<file path="src/rtl/io_arbiter_pkg.sv">
// Shared types for the Datapath I/O read-port arbiter: holding-register state
// encoding and drain-counter sizing.
package io_arbiter_pkg;

   typedef enum logic [1:0] {
      EMPTY = 2'd0,
      FULL  = 2'd1,
      DRAIN = 2'd2
   } arb_state_t;

   localparam int DEFAULT_REFILL_DELAY = 2;

   // Counter must hold REFILL_DELAY-1; keep at least one bit so REFILL_DELAY=1 still elaborates.
   function automatic int drain_cnt_width(input int refill_delay);
      return (refill_delay > 1) ? $clog2(refill_delay) : 1;
   endfunction

   localparam int DRAIN_CNT_WIDTH = drain_cnt_width(DEFAULT_REFILL_DELAY);

endpackage

</file>
<file path="src/rtl/round_robin_arbiter.sv">
// Combinational round-robin pick: first asserted request at or above pointer,
// wrapping modulo REQUESTER_COUNT.
module round_robin_arbiter #(
   parameter int REQUESTER_COUNT       = 4,
   parameter int REQUESTER_COUNT_WIDTH = 2
) (
   input  logic [REQUESTER_COUNT-1:0]       request,
   input  logic [REQUESTER_COUNT_WIDTH-1:0] pointer,
   output logic [REQUESTER_COUNT-1:0]       grant,
   output logic [REQUESTER_COUNT_WIDTH-1:0] grant_idx,
   output logic                             any_grant
);

   logic [REQUESTER_COUNT_WIDTH:0]   slot;
   logic [REQUESTER_COUNT_WIDTH-1:0] idx;

   always_comb begin
      grant     = '0;
      grant_idx = '0;
      any_grant = 1'b0;
      slot      = '0;
      idx       = '0;
      for (int k = 0; k < REQUESTER_COUNT; k++) begin
         // One extra bit so pointer+k cannot overflow before the modulo fold.
         slot = {1'b0, pointer} + (REQUESTER_COUNT_WIDTH + 1)'(k);
         if (slot >= (REQUESTER_COUNT_WIDTH + 1)'(REQUESTER_COUNT))
            slot = slot - (REQUESTER_COUNT_WIDTH + 1)'(REQUESTER_COUNT);
         idx = slot[REQUESTER_COUNT_WIDTH-1:0];
         if (!any_grant && request[idx]) begin
            grant[idx] = 1'b1;
            grant_idx  = idx;
            any_grant  = 1'b1;
         end
      end
   end

endmodule

</file>
<file path="src/rtl/io_read_port_arbiter.sv">
// Round-robin funnel of valid/ready producers into one Datapath I/O read port;
// the word is held for REFILL_DELAY cycles after io_rden before refilling.
module io_read_port_arbiter
   import io_arbiter_pkg::*;
#(
   parameter int WORD_WIDTH            = 36,
   parameter int REQUESTER_COUNT       = 4,
   parameter int REQUESTER_COUNT_WIDTH = 2,
   parameter int REFILL_DELAY          = DEFAULT_REFILL_DELAY
) (
   input  logic                                  clock,
   input  logic                                  reset,
   input  logic [REQUESTER_COUNT-1:0]            req_valid,
   input  logic [REQUESTER_COUNT*WORD_WIDTH-1:0] req_data,
   output logic [REQUESTER_COUNT-1:0]            req_ready,
   output logic [WORD_WIDTH-1:0]                 io_read_data,
   output logic                                  io_read_EF,
   input  logic                                  io_rden,
   output logic [REQUESTER_COUNT_WIDTH-1:0]      source_id,
   output logic                                  underrun
);

   localparam int DRAIN_W = (REFILL_DELAY == DEFAULT_REFILL_DELAY) ? DRAIN_CNT_WIDTH
                                                                   : drain_cnt_width(REFILL_DELAY);

   arb_state_t                       state, state_next;
   logic [DRAIN_W-1:0]               drain_cnt, drain_cnt_next;
   logic [REQUESTER_COUNT_WIDTH-1:0] pointer, pointer_next;
   logic [REQUESTER_COUNT_WIDTH-1:0] grant_idx;
   logic [REQUESTER_COUNT-1:0]       grant;
   logic                             any_grant;
   logic                             transfer;
   logic [WORD_WIDTH-1:0]            req_word [REQUESTER_COUNT];

   for (genvar i = 0; i < REQUESTER_COUNT; i++) begin : g_unpack
      assign req_word[i] = req_data[i*WORD_WIDTH +: WORD_WIDTH];
   end

   round_robin_arbiter #(
      .REQUESTER_COUNT       (REQUESTER_COUNT),
      .REQUESTER_COUNT_WIDTH (REQUESTER_COUNT_WIDTH)
   ) u_rr (
      .request   (req_valid),
      .pointer   (pointer),
      .grant     (grant),
      .grant_idx (grant_idx),
      .any_grant (any_grant)
   );

   always_comb begin
      state_next     = state;
      drain_cnt_next = drain_cnt;
      req_ready      = '0;
      transfer       = 1'b0;
      unique case (state)
         EMPTY: begin
            req_ready = grant;
            transfer  = any_grant;
            if (any_grant)
               state_next = FULL;
         end
         FULL: begin
            if (io_rden) begin
               drain_cnt_next = DRAIN_W'(REFILL_DELAY - 1);
               state_next     = DRAIN;
            end
         end
         DRAIN: begin
            if (drain_cnt == '0)
               state_next = EMPTY;
            else
               drain_cnt_next = drain_cnt - 1'b1;
         end
         default: state_next = EMPTY;
      endcase
   end

   always_ff @(posedge clock or posedge reset) begin
      if (reset) begin
         state     <= EMPTY;
         drain_cnt <= '0;
      end else begin
         state     <= state_next;
         drain_cnt <= drain_cnt_next;
      end
   end

   assign pointer_next = (grant_idx == REQUESTER_COUNT_WIDTH'(REQUESTER_COUNT - 1))
                         ? '0 : grant_idx + 1'b1;

   always_ff @(posedge clock or posedge reset) begin
      if (reset) begin
         io_read_data <= '0;
         source_id    <= '0;
         pointer      <= '0;
         underrun     <= 1'b0;
      end else begin
         if (transfer) begin
            io_read_data <= req_word[grant_idx];
            source_id    <= grant_idx;
            pointer      <= pointer_next;
         end
         // A read outside FULL means the Datapath consumed a word that was never there.
         if (io_rden && state != FULL)
            underrun <= 1'b1;
      end
   end

   assign io_read_EF = (state == FULL);

endmodule

</file>
<file path="config.mk">
export PLATFORM = sky130hd
export DESIGN_NAME = io_read_port_arbiter
export DESIGN_NICKNAME = d
export VERILOG_FILES = /design/src/rtl/io_arbiter_pkg.sv /design/src/rtl/round_robin_arbiter.sv /design/src/rtl/io_read_port_arbiter.sv
export SDC_FILE = /design/constraint.sdc
export NUM_CORES = 1
export LEC_CHECK = 0
export ABC_AREA = 1
export CAP_MARGIN = 0
export CORE_ASPECT_RATIO = 0.7
export CORE_MARGIN = 3
export CORE_UTILIZATION = 35
export CTS_BUF_LIST = sky130_fd_sc_hd__clkbuf_4 sky130_fd_sc_hd__clkbuf_8
export CTS_CLUSTER_DIAMETER = 120
export DETAILED_ROUTE_END_ITERATION = 8
export PLACE_DENSITY_LB_ADDON = 0.12
export SYNTH_ARGS = -nofsm -noshare
export SYNTH_HDL_FRONTEND = slang
export SYNTH_SLANG_ARGS = --single-unit
export TNS_END_PERCENT = 50
</file>
<file path="constraint.sdc">
create_clock -name clock -period 3.4 [get_ports clock]
set_clock_uncertainty 0.1 [all_clocks]
set_input_delay 0.68 -clock clock [delete_from_list [all_inputs] [get_ports clock]]
set_output_delay 0.68 -clock clock [all_outputs]
set_load 0.005 [all_outputs]
</file>
* After elaboration in Yosys (flattened, before gate mapping)
Index checks and enable logic that the tools add are counted.
Widths: inputs -> output; s select.
** Storage, ports and cells
- Bits in registers :: 44
- Input bits :: 151
- Output and inout port bits :: 44
- Logic and storage cells :: 99
** Operators by class
- Add/sub/neg operators :: 9
- Order comparisons :: 13
- Equal/unequal tests :: 7
- Muxes and demuxes :: 45
- Bitwise operators :: 4
- Reduce and logical (&&, ||, !) cells :: 15
** Operators by type and width (count)
- $bmux 36 s2 :: 1
- $mux 36 :: 2
- $mux 2 :: 12
- $mux 4 :: 5
- $mux 1 :: 15
- $ge 3x3->1 const B :: 4
- $lt 2x3->1 const B :: 4
- $or 4x4->4 :: 3
- $bmux 1 s2 :: 4
- $demux 1 s2 :: 4
- $ge 2x1->1 const B :: 4
- $logic_and 1x1->1 :: 8
- $sub 2x1->2 const B :: 4
- $add 2x2->3 const B :: 2
- $pmux 2 s3 :: 1
- $eq 2x2->1 const B :: 2
- $ne 2x1->1 const B :: 2
- $ne 2x2->1 const B :: 2
- $add 2x1->3 const B :: 1
- $ge 2x3->1 const B :: 1
- $logic_not 1->1 :: 3
- $not 2->3 :: 1
- $reduce_and 3->1 :: 1
- $add 2x1->2 const B :: 1
- 6 further kinds :: 6

* Depth between registers and ports, before layout
Gate-level depths: netlist of the first run.
- Word-level depth :: 18
- Gate-level depth with buffers :: 16
- Gate-level depth less buffers :: 14

* Modules after synthesis
A second synthesis of the first run with hierarchy kept.
** Unflattened totals
- Cells, all modules :: 609
- Area total of the unflattened synthesis :: 3626.0 µm²
** Modules (own cells, without submodules)
- io_read_port_arbiter :: instances 1, cells each 535, area an instance 3185.6 µm², sequential area each 1101.1 µm²
- round_robin_arbiter :: instances 1, cells each 74, area an instance 440.4 µm², sequential area each 0.0 µm²

* Worst setup path after synthesis of the first run
Ideal clock, no wire load.
- Kind :: reg-to-output
- From :: register pointer[0]
- To :: output port req_ready[2]
- Arrival :: 1.780 ns
- Required time :: 2.620 ns
- Slack :: 0.840 ns
- Stages on the path, launching flop included :: 11
- Cells stage by stage :: dfrtp_1 -> buf_6 -> inv_6 -> ha_1 -> inv_1 -> nand3_1 -> o21ai_4 -> nand3b_1 -> nor2_1 -> o21ai_0 -> inv_1
** On the way
- Cells in the longest elaborated chain, start to end :: 15
** Ends and longest elaborated chain
- from (decl) :: RTL line io_read_port_arbiter.sv:28 : logic [REQUESTER_COUNT_WIDTH-1:0] pointer, pointer_next;
- from (signal assigned) :: RTL line io_read_port_arbiter.sv:101 : pointer <= pointer_next;
- parallel branches: the longest is 13 deep, another holds $add 2x1->3
- $mux 4 (*) :: RTL line round_robin_arbiter.sv:29 : if (!any_grant && request[idx]) begin
- $mux 4 (*) :: RTL line io_read_port_arbiter.sv:55 : unique case (state)
- to (decl) :: RTL line io_read_port_arbiter.sv:15 : output logic [REQUESTER_COUNT-1:0] req_ready,
Mark *: on every way between the ends. The select of a mux whose other input is x is not followed.

* Worst setup path after layout of the first run
- From :: input port req_valid[3]
- To :: output port req_ready[3]
** On the way
- Cells in the longest elaborated chain, start to end :: 13
** Ends and longest elaborated chain
- from (decl) :: RTL line io_read_port_arbiter.sv:13 : input logic [REQUESTER_COUNT-1:0] req_valid,
- $bmux 1 s2 :: RTL line round_robin_arbiter.sv:29
- $mux 1 (not written as such) :: RTL line round_robin_arbiter.sv:29
- $mux 1 :: RTL line round_robin_arbiter.sv:29
- $logic_not 1->1 :: RTL line round_robin_arbiter.sv:29
- $logic_and 1x1->1 :: RTL line round_robin_arbiter.sv:29
- $mux 1 :: RTL line round_robin_arbiter.sv:29
- $logic_not 1->1 :: RTL line round_robin_arbiter.sv:29
- $logic_and 1x1->1 :: RTL line round_robin_arbiter.sv:29
- $mux 1 :: RTL line round_robin_arbiter.sv:29
- $logic_not 1->1 :: RTL line round_robin_arbiter.sv:29
- $logic_and 1x1->1 :: RTL line round_robin_arbiter.sv:29
- $mux 4 (*) :: RTL line round_robin_arbiter.sv:29
- $mux 4 (*) :: RTL line io_read_port_arbiter.sv:55
Mark *: on every way between the ends. The rest lies on a longest branch, timed or not. The select of a mux whose other input is x is not followed.

==> results of run 1 <==
[path summary, 6_finish.rpt]
path                       cells after the start    startpoint          endpoint
max                                           13  req_valid[3]      req_ready[3]
min in group asynchronous                      2         reset  io_read_data[18]
max reg2reg                                   15    pointer[0]  io_read_data[18]
min reg2reg                                    1      underrun          underrun
min                                            1      underrun          underrun
max in group asynchronous                      2         reset        pointer[1]
[state kept, by name, summed over array words and instances (netlist names)]
signal / flops
drain_cnt: 1
io_read_data: 36
pointer: 2
source_id: 2
state: 2
underrun: 1
[layout by cell type (no fill, tap or decap), types with 2 or more instances in the layout]
cell type	netlist	final
a31oi_1	2	2
or2_1	23	23
a21oi_1	2	2
nor2_1	28	27
nand2_2	9	13
o22ai_1	2	2
nand2_1	189	185
nand3_4	2	3
o21ai_1	1	2
inv_1	113	111
buf_4	7	14
nand3_2	3	2
inv_2	2	3
ha_1	8	8
nand4_1	22	22
nand3_1	78	78
clkbuf_8	0	5
nand3b_1	22	22
dfrtp_1	44	43
nor2_8	2	2
dlymetal6s2s_1	0	2
o21ai_0	8	7
clkdlybuf4s50_1	0	191
nor2_4	3	4
[routing by layer]
layer / part of all wire (%) / routed length (µm)
met5: 0 / 0
met2: 48 / 5940
met3: 6.5 / 812
met4: 1.4 / 168
met1: 44 / 5510
[power by group through the flow]
stage / Combinational (mW) / Sequential (mW) / Clock, mW
global placement: 4.31 / 0.964 / 0
detailed placement: 4.41 / 0.974 / 0
CTS: 4.48 / 0.963 / 0.336
finish: 4.55 / 0.963 / 0.318
global route: 5.12 / 0.993 / 0.357
floorplan: 3.06 / 0.980 / 0
[area by class of cell]
type                       instances  area (µm²)
tap                              132         165
clock inverter                     1        5.00
fill                             984        4470
inverter                         116         443
timing repair buffer             209        2070
multi-input combinational        413        2140
sequential                        44        1100
clock buffer                       6        76.3
[cell families after synthesis]
logic type,count (synthesis),share of synthesized area [%]
and+or+nand+nor,384,49.1
buffers and inverters,146,15.9
adders and majority gates,8,2.62
DFF,44,28.8
AOI/OAI and AO/OA,21,3.54
[worst max-delay path: cells and delay by family]
family	cells	cell delay, ns
buf+inv	4	1.07
simple gates	6	0.58
compound gates	3	0.26
[what timing repair did]
item                       CTS  global route
pin swaps                    3             4
gates resized for setup      5            10
buffers inserted             3             3
setup endpoints to repair    4             4
==> flow_metrics.tcl, run 1 <==
set metrics [dict create \
    worst_pin_slew_ns 0.927 \
    cts_tree "yes" \
    yosysUniqueCellTypes 34 \
    switching_share_pct 51.4 \
    top_usage_layer "met2" \
    dpl_cell_area_um2 5840 \
    synthArstFlopShare_pct 100 \
    synth_ff_type "dfrtp_1" \
    hold_buffers 0 \
    p_switching_mw 2.99 \
    synth_area_leaders "dfrtp_1, nand2_1, inv_1" \
    grt_pass1_wl_mm 19.3 \
    fin_nets 948 \
    seqPwrFrac_pct 16.5 \
    area_growth_pct 57.3 \
    period_share_pct 99.8 \
    cts-root-buf "clkbuf_8" \
    grt.total_usage_pct 19.2 \
    die_y_um 93.4 \
    cpMaxStageDelayCell "clkdlybuf4s50_1" \
    p_clk_share_pct 5.5 \
    synth_top_cell_by_area "dfrtp_1" \
    power.leakage_nw 3.08 \
    syn_inst 603 \
    worstSetupPathType "in2out" \
    h-tree-depth 2 \
    avgSynthCellArea_um2 6.33 \
    fin_cells 921 \
    final_util_pct 57.4 \
    synth_seq_cells 44 \
    clock-sinks 44 \
    cts_buffer_depth 2 \
    post-place-ws_ns -0.0487 \
    final_area_um2 6010 \
    dpl.hpwl_mm 9.30 \
    path_cells "clkdlybuf4s50_1 > inv_1 > nand2_2 > nand3_4 > nand2_8 > nor2_8 > nand2_2 > o21ai_1 > a21oi_1 > o21ai_0 > nand2_1 > inv_1 > clkdlybuf4s50_1" \
    max_freq_mhz 295 \
    setup_violations 0 \
    grt_use_met1_pct 25.6 \
    synth-edff-count 0 \
    setup_tns_ns 0 \
    dp.cells 908 \
    clk_latency_ns 0.28 \
    vias 4364 \
    power.internal_mw 2.83 \
    hold_violations 0 \
    period_minus_slack_ns 3.39 \
    final_layout_size_suffix_gt1_share_pct 7.22 \
    antenna_found_initial 0 \
    grt_pass1_vias 4095 \
    ios 195 \
    drt_wl_total_mm 12.4 \
    io_buffers 194 \
    max-cap-violations 0 \
    cts_made_buffers 5 \
    synth_seq_area_share_pct 28.8 \
    p_per_area_nw_per_um2 970 \
    start_kind "primary input" \
    routed_via_density 4.74 \
    relSlewSlack_pct 38.1 \
    grt_util_met2_pct 32.3 \
    drc 0 \
    crit_required_ns 2.62 \
    synthesis.area_um2 3820 \
    dieArea_um2 12200 \
    min_path_type "reg2reg" \
    synth.most_common_cell "nand2_1" \
    postRouteAntennaNets 0 \
    p_comb_share_pct 78.0 \
    drv_slew 0 \
    peakVddDrop_uv 643 \
    gp_congestion 0.829 \
    grt_start_max_net_pins 74 \
    timing.final.ws_setup_ns 0.00788 \
    yosysWarningCount 0 \
    synth.top_cells.by_count "nand2_1, inv_1, nand3_1" \
    clk_pin_slew_worst_paths_ns 0.08 \
    grt_use_met3_pct 4.22 \
    cp_max_fo 5 \
    outcome "completed" \
    rrSetupSlack_ns 0.57 \
    worstPathArrival_ns 2.61 \
    critPathCaptureType "primary output" \
    start_util_pct 36.5 \
    global_route.overflow_total 0 \
    drt_iter0_markers 191 \
    rows 31 \
    rsz0062_at_grt "yes" \
    finalPower_mw 5.83 \
    wire_per_inst_um 13.5 \
    core_area_um2 10500 \
    hold_slack_ns 0.371 \
    antenna_cells 0 \
    syn_nets 762 \
    die_w_um 131 \
    first_pass_iters 4 \
    critical_path.max_stage_delay_ns 0.48 \
    yosysTopAreaCellShare_pct 28.8 \
]
(Power assumes the default switching activity.)
==> run 2: changes to the inputs <==
--- a/config.mk
+++ b/config.mk
@@ -13,6 +13,7 @@
 export CTS_BUF_LIST = sky130_fd_sc_hd__clkbuf_4 sky130_fd_sc_hd__clkbuf_8
 export CTS_CLUSTER_DIAMETER = 120
 export DETAILED_ROUTE_END_ITERATION = 8
+export MAX_ROUTING_LAYER = met4
 export PLACE_DENSITY_LB_ADDON = 0.12
 export SYNTH_ARGS = -nofsm -noshare
 export SYNTH_HDL_FRONTEND = slang
==> run 2 against run 1 <==
Routed wire length shrank 0.23%. Critical path type unchanged. Register-to-register slack about the same. Non-clock buffer count up 1. Global-route usage increased by 0.47 points. Die area unchanged. Worst hold slack about the same. Via count is essentially flat. Clock power about the same. Largest cell class unchanged. First-iteration DRC count up 1.0%. Combinational power about the same.
==> flow_metrics.tcl, run 2 (same netlist as run 1, synthesis figures left out) <==
set metrics [dict create \
    grt_pass1_vias 4106 \
    path_cells "clkdlybuf4s50_1 > inv_1 > nand2_2 > nand3_4 > nand2_8 > nor2_8 > nand2_2 > o21ai_1 > a21oi_1 > o21ai_0 > nand2_1 > inv_1 > clkdlybuf4s50_1" \
    first_pass_iters 4 \
    drv_slew 0 \
    cpMaxStageDelayCell "clkdlybuf4s50_1" \
    core_area_um2 10500 \
    routed_via_density 4.74 \
    worst_pin_slew_ns 0.923 \
    p_comb_share_pct 78.1 \
    area_growth_pct 57.6 \
    peakVddDrop_uv 646 \
    global_route.overflow_total 0 \
    drt_iter0_markers 193 \
    largest_register "io_read_data" \
    cts_made_buffers 5 \
    antenna_cells 0 \
    layout_common_cells "clkdlybuf4s50_1, nand2_1, inv_1, nand3_1, dfrtp_1" \
    wire_per_inst_um 13.5 \
    period_minus_slack_ns 3.37 \
    ios 195 \
    period_share_pct 99.0 \
    drt_wl_total_mm 12.4 \
    worstPathArrival_ns 2.59 \
    seqPwrFrac_pct 16.5 \
    crit_family "buffers and inverters" \
    cts_buffer_depth 2 \
    hold_buffers 0 \
    drc 0 \
    power.leakage_nw 3.11 \
    cts-root-buf "clkbuf_8" \
    final_util_pct 57.5 \
    h-tree-depth 2 \
    largest_reg_flops 36 \
    setup_tns_ns 0 \
    setup_violations 0 \
    max-cap-violations 0 \
    start_kind "primary input" \
    grt_pass1_wl_mm 19.3 \
    rsz0062_at_grt "yes" \
    postRouteAntennaNets 0 \
    dieArea_um2 12200 \
    critPathCaptureType "primary output" \
    crit_required_ns 2.62 \
    fin_nets 949 \
    outcome "completed" \
    cp_num_buf_inv 4 \
    io_buffers 194 \
    die_w_um 131 \
    clk_latency_ns 0.28 \
    start_util_pct 36.5 \
    min_path_type "reg2reg" \
    cts_tree "yes" \
    cp_max_fo 5 \
    grt.total_usage_pct 19.6 \
    die_y_um 93.4 \
    p_clk_share_pct 5.4 \
    clk_pin_slew_worst_paths_ns 0.08 \
    vias 4368 \
    power.internal_mw 2.84 \
    fillers 980 \
    hold_violations 0 \
    p_per_area_nw_per_um2 970 \
    gp_congestion 0.841 \
    critical_path.max_stage_delay_ns 0.48 \
    max_freq_mhz 297 \
    p_switching_mw 3.00 \
    final_common_cell "clkdlybuf4s50_1" \
    clock-sinks 44 \
    antenna_found_initial 0 \
    worstSetupPathType "in2out" \
    dpl.hpwl_mm 9.30 \
    relSlewSlack_pct 38.4 \
    rows 31 \
    grt_start_max_net_pins 74 \
    final_layout_size_suffix_gt1_share_pct 7.34 \
    switching_share_pct 51.3 \
]
==> run 2: cell count changes in the layout (fill, tap and decap cells not counted) <==
cell	previous run	this run
clkdlybuf4s50_1	191	189
dlymetal6s2s_1	2	4
buf_4	14	15
==> run 2: final timing paths <==
kind                            slack (ns)  depth (start not counted)    startpoint                to
min in group asynchronous             0.82                          2         reset  io_read_data[18]
worst max register to register        0.58                         15    pointer[0]  io_read_data[18]
worst max-delay path                  0.03                         13  req_valid[2]      req_ready[3]
worst min-delay path                  0.37                          1      underrun          underrun
max in group asynchronous             1.74                          2         reset        pointer[1]
worst min register to register        0.37                          1      underrun          underrun
==> run 2: timing repair <==
item	CTS	global route
endpoints found under the setup margin	4	4
resized for setup	5	12
pin swaps	3	5
setup buffers	3	4
cloned	0	0
==> run 2: final cells by class <==
cell class                      instances  area (µm²)  share of cell area, %
Multi-Input combinational cell        413        2140                   35.6
Timing Repair Buffer                  210        2080                   34.6
Sequential cell                        44        1100                   18.3
Inverter                              116         443                   7.36
Tap cell                              132         165                   2.74
Clock buffer                            6        76.3                   1.27
Clock inverter                          1        5.00                 0.0831
==> run 2: layer usage <==
layer  track usage, %  vias to the layer above  wire length [µm]
met2             32.4                      140              5920
met3             3.77                       12               778
met1             25.6                     1999              5560
li1                 -                     2217                 -
met5                -                        -                 0
met4             3.25                        0               152
==> run 2: metrics by stage <==
step / total power, mW / hold slack (ns) / area [µm²] / setup WS [ns] / std cells
global route: 6.47 / 0.404 / 6020 / -0.117 / 922
floorplan: 4.04 / 0.343 / 3820 / 0.840 / 603
finish: 5.84 / 0.370 / 6020 / 0.0347 / 922
global placement: 5.27 / 0.341 / 5840 / 0.0422 / 908
detailed placement: 5.39 / 0.350 / 5840 / -0.0487 / 908
CTS: 5.78 / 0.369 / 5950 / 0.00371 / 918
==> run 2: power by group through the flow <==
stage               logic, mW  registers [mW]  clock network, mW
floorplan                3.06           0.980                  0
CTS                      4.48           0.963              0.336
global route             5.13           0.993              0.354
global placement         4.31           0.964                  0
detailed placement       4.41           0.974                  0
finish                   4.56           0.963              0.315
==> run 3: changes to the inputs <==
--- a/config.mk
+++ b/config.mk
@@ -8,13 +8,13 @@
 export ABC_AREA = 1
 export CAP_MARGIN = 0
 export CORE_ASPECT_RATIO = 0.7
-export CORE_MARGIN = 3
 export CORE_UTILIZATION = 35
 export CTS_BUF_LIST = sky130_fd_sc_hd__clkbuf_4 sky130_fd_sc_hd__clkbuf_8
 export CTS_CLUSTER_DIAMETER = 120
 export DETAILED_ROUTE_END_ITERATION = 8
 export MAX_ROUTING_LAYER = met4
 export PLACE_DENSITY_LB_ADDON = 0.12
+export REMOVE_ABC_BUFFERS = 1
 export SYNTH_ARGS = -nofsm -noshare
 export SYNTH_HDL_FRONTEND = slang
 export SYNTH_SLANG_ARGS = --single-unit
==> run 3 against run 2 <==
First-iteration DRC count up 7.3%. Core utilization down 0.11 points. Non-clock buffer count down 4. Sequential power down 0.9%. Clock power up 16%.
==> flow_metrics.tcl, run 3 (same netlist as run 1, synthesis figures left out) <==
set metrics [dict create \
    reg2reg_to "io_read_data[4]" \
    gp_congestion 0.886 \
    crit_required_ns 2.62 \
    cp_num_buf_inv 4 \
    die_w_um 127 \
    largest_reg_flops 36 \
    final_util_pct 57.4 \
    hold_slack_ns 0.375 \
    worst_pin_slew_ns 0.965 \
    hold_end "underrun" \
    cts_buffer_depth 2 \
    area_growth_pct 57.3 \
    power.leakage_nw 3.07 \
    clock-sinks 44 \
    global_route.overflow_total 0 \
    grt_start_max_net_pins 48 \
    worstSetupPathType "reg2out" \
    holdCritStartpoint "underrun" \
    relSlewSlack_pct 35.5 \
    cpMaxStageDelayCell "clkdlybuf4s50_1" \
    final_layout_size_suffix_gt1_share_pct 7.12 \
    setup_violations 0 \
    h-tree-depth 2 \
    drc 0 \
    drv_slew 0 \
    hold_violations 0 \
    layout_common_cells "clkdlybuf4s50_1, nand2_1, inv_1, nand3_1, dfrtp_1" \
    peakVddDrop_uv 591 \
    max_freq_mhz 307 \
    ff2ff_path_depth 12 \
    grt_pass1_vias 3960 \
    period_minus_slack_ns 3.25 \
    cts-root-buf "clkbuf_8" \
    hold_buffers 0 \
    critPathCaptureType "primary output" \
    period_share_pct 95.7 \
    cts_made_buffers 5 \
    p_per_area_nw_per_um2 963 \
    drt_wl_total_mm 11.7 \
    fillers 970 \
    critical_path.max_stage_delay_ns 0.49 \
    final_common_cell "clkdlybuf4s50_1" \
    die_y_um 89.4 \
    core_area_um2 10500 \
    drt_iter0_markers 207 \
    cts_tree "yes" \
    postRouteAntennaNets 0 \
    max-cap-violations 0 \
    fin_nets 945 \
    start_util_pct 36.5 \
    grt_pass1_wl_mm 18.3 \
    dieArea_um2 11300 \
    outcome "completed" \
    clk_latency_ns 0.30 \
    worstPathArrival_ns 2.47 \
    cp_max_fo 9 \
    rsz0062_at_grt "no" \
    timing.final.ws_setup_ns 0.147 \
    dpl.hpwl_mm 8.59 \
    hold_depth 1 \
    ios 195 \
    crit_family "buffers and inverters" \
    first_pass_iters 4 \
    largest_register "io_read_data" \
    antenna_found_initial 0 \
    path_cells "inv_6 > ha_4 > inv_2 > nand3_1 > o21ai_4 > nand3b_1 > o21ai_0 > nand2_1 > inv_1 > clkdlybuf4s50_1" \
    min_path_type "reg2reg" \
    io_buffers 194 \
    vias 4314 \
    finalPower_mw 5.78 \
    clk_pin_slew_worst_paths_ns 0.08 \
    wire_per_inst_um 12.8 \
    rrSetupSlack_ns 0.80 \
    r2r-start "pointer[1]" \
    antenna_cells 0 \
    routed_via_density 4.70 \
    rows 31 \
    grt.total_usage_pct 20.7 \
    start_kind "flip-flop" \
    post-place-ws_ns -0.0355 \
]
[run 3: area by class of cell]
class                           count  area, µm²  share of cell area [%]
Clock buffer                        7       96.3                    1.60
Sequential cell                    44       1100                    18.3
Timing Repair Buffer              206       2040                    34.0
Tap cell                          132        165                    2.75
Inverter                          116        443                    7.37
Multi-Input combinational cell    413       2160                    35.9
[run 3: how the worst max path moves through the flow]
| stage | from | end | slack [ns] | cells after the start |
|---|---|---|---|---|
| 2_1_floorplan | pointer[0] | pointer[1] | 0.005 | 12 |
| 3_3_place_gp | req_valid[3] | req_ready[3] | 0.002 | 13 |
| 3_5_place_dp | req_valid[3] | req_ready[3] | -0.04 | 13 |
| 4_1_cts | req_valid[3] | req_ready[1] | 0.009 | 13 |
| 5_1_grt | pointer[0] | req_ready[3] | 0.02 | 13 |
| 6_report | pointer[0] | req_ready[3] | 0.15 | 10 |
[run 3: repair_timing]
item,in CTS,in global routing
resized for setup,2,17
endpoints found under the setup margin,4,4
buffers inserted,3,0
pin swaps,1,5
[run 3: routing by layer]
metal | global-route usage (%) | vias to the layer above | wire [µm]
li1 | - | 2213 | -
met1 | 24.5 | 1933 | 5210
met2 | 36.0 | 153 | 5580
met3 | 5.27 | 15 | 811
met4 | 4.55 | 0 | 134
met5 | - | - | 0
[run 3: metrics by stage]
step	area, µm²	instances	TNS (ns)
4_1_cts	5950	918	0
5_1_grt	6010	918	0
6_report	6010	918	0
3_5_place_dp	5830	908	-0.0355
2_1_floorplan	3650	573	0
3_3_place_gp	5830	908	0
[run 3: worst reg2reg max path, stage by stage, from the launching register on]
cell      delay (ns)
dfrtp_2         0.42
inv_2           0.15
ha_4            0.24
inv_2           0.12
nand2_1         0.08
nand2_2         0.13
nor2_8          0.05
buf_4           0.13
nand3_4         0.08
nand2_4         0.18
nor2_4          0.57
nand3b_1        0.17
nand3_1         0.11
[run 3: where the power goes]
part	internal [mW]	switching (mW)
Clock	0.181	0.184
Sequential	0.814	0.140
Combinational	1.83	2.64
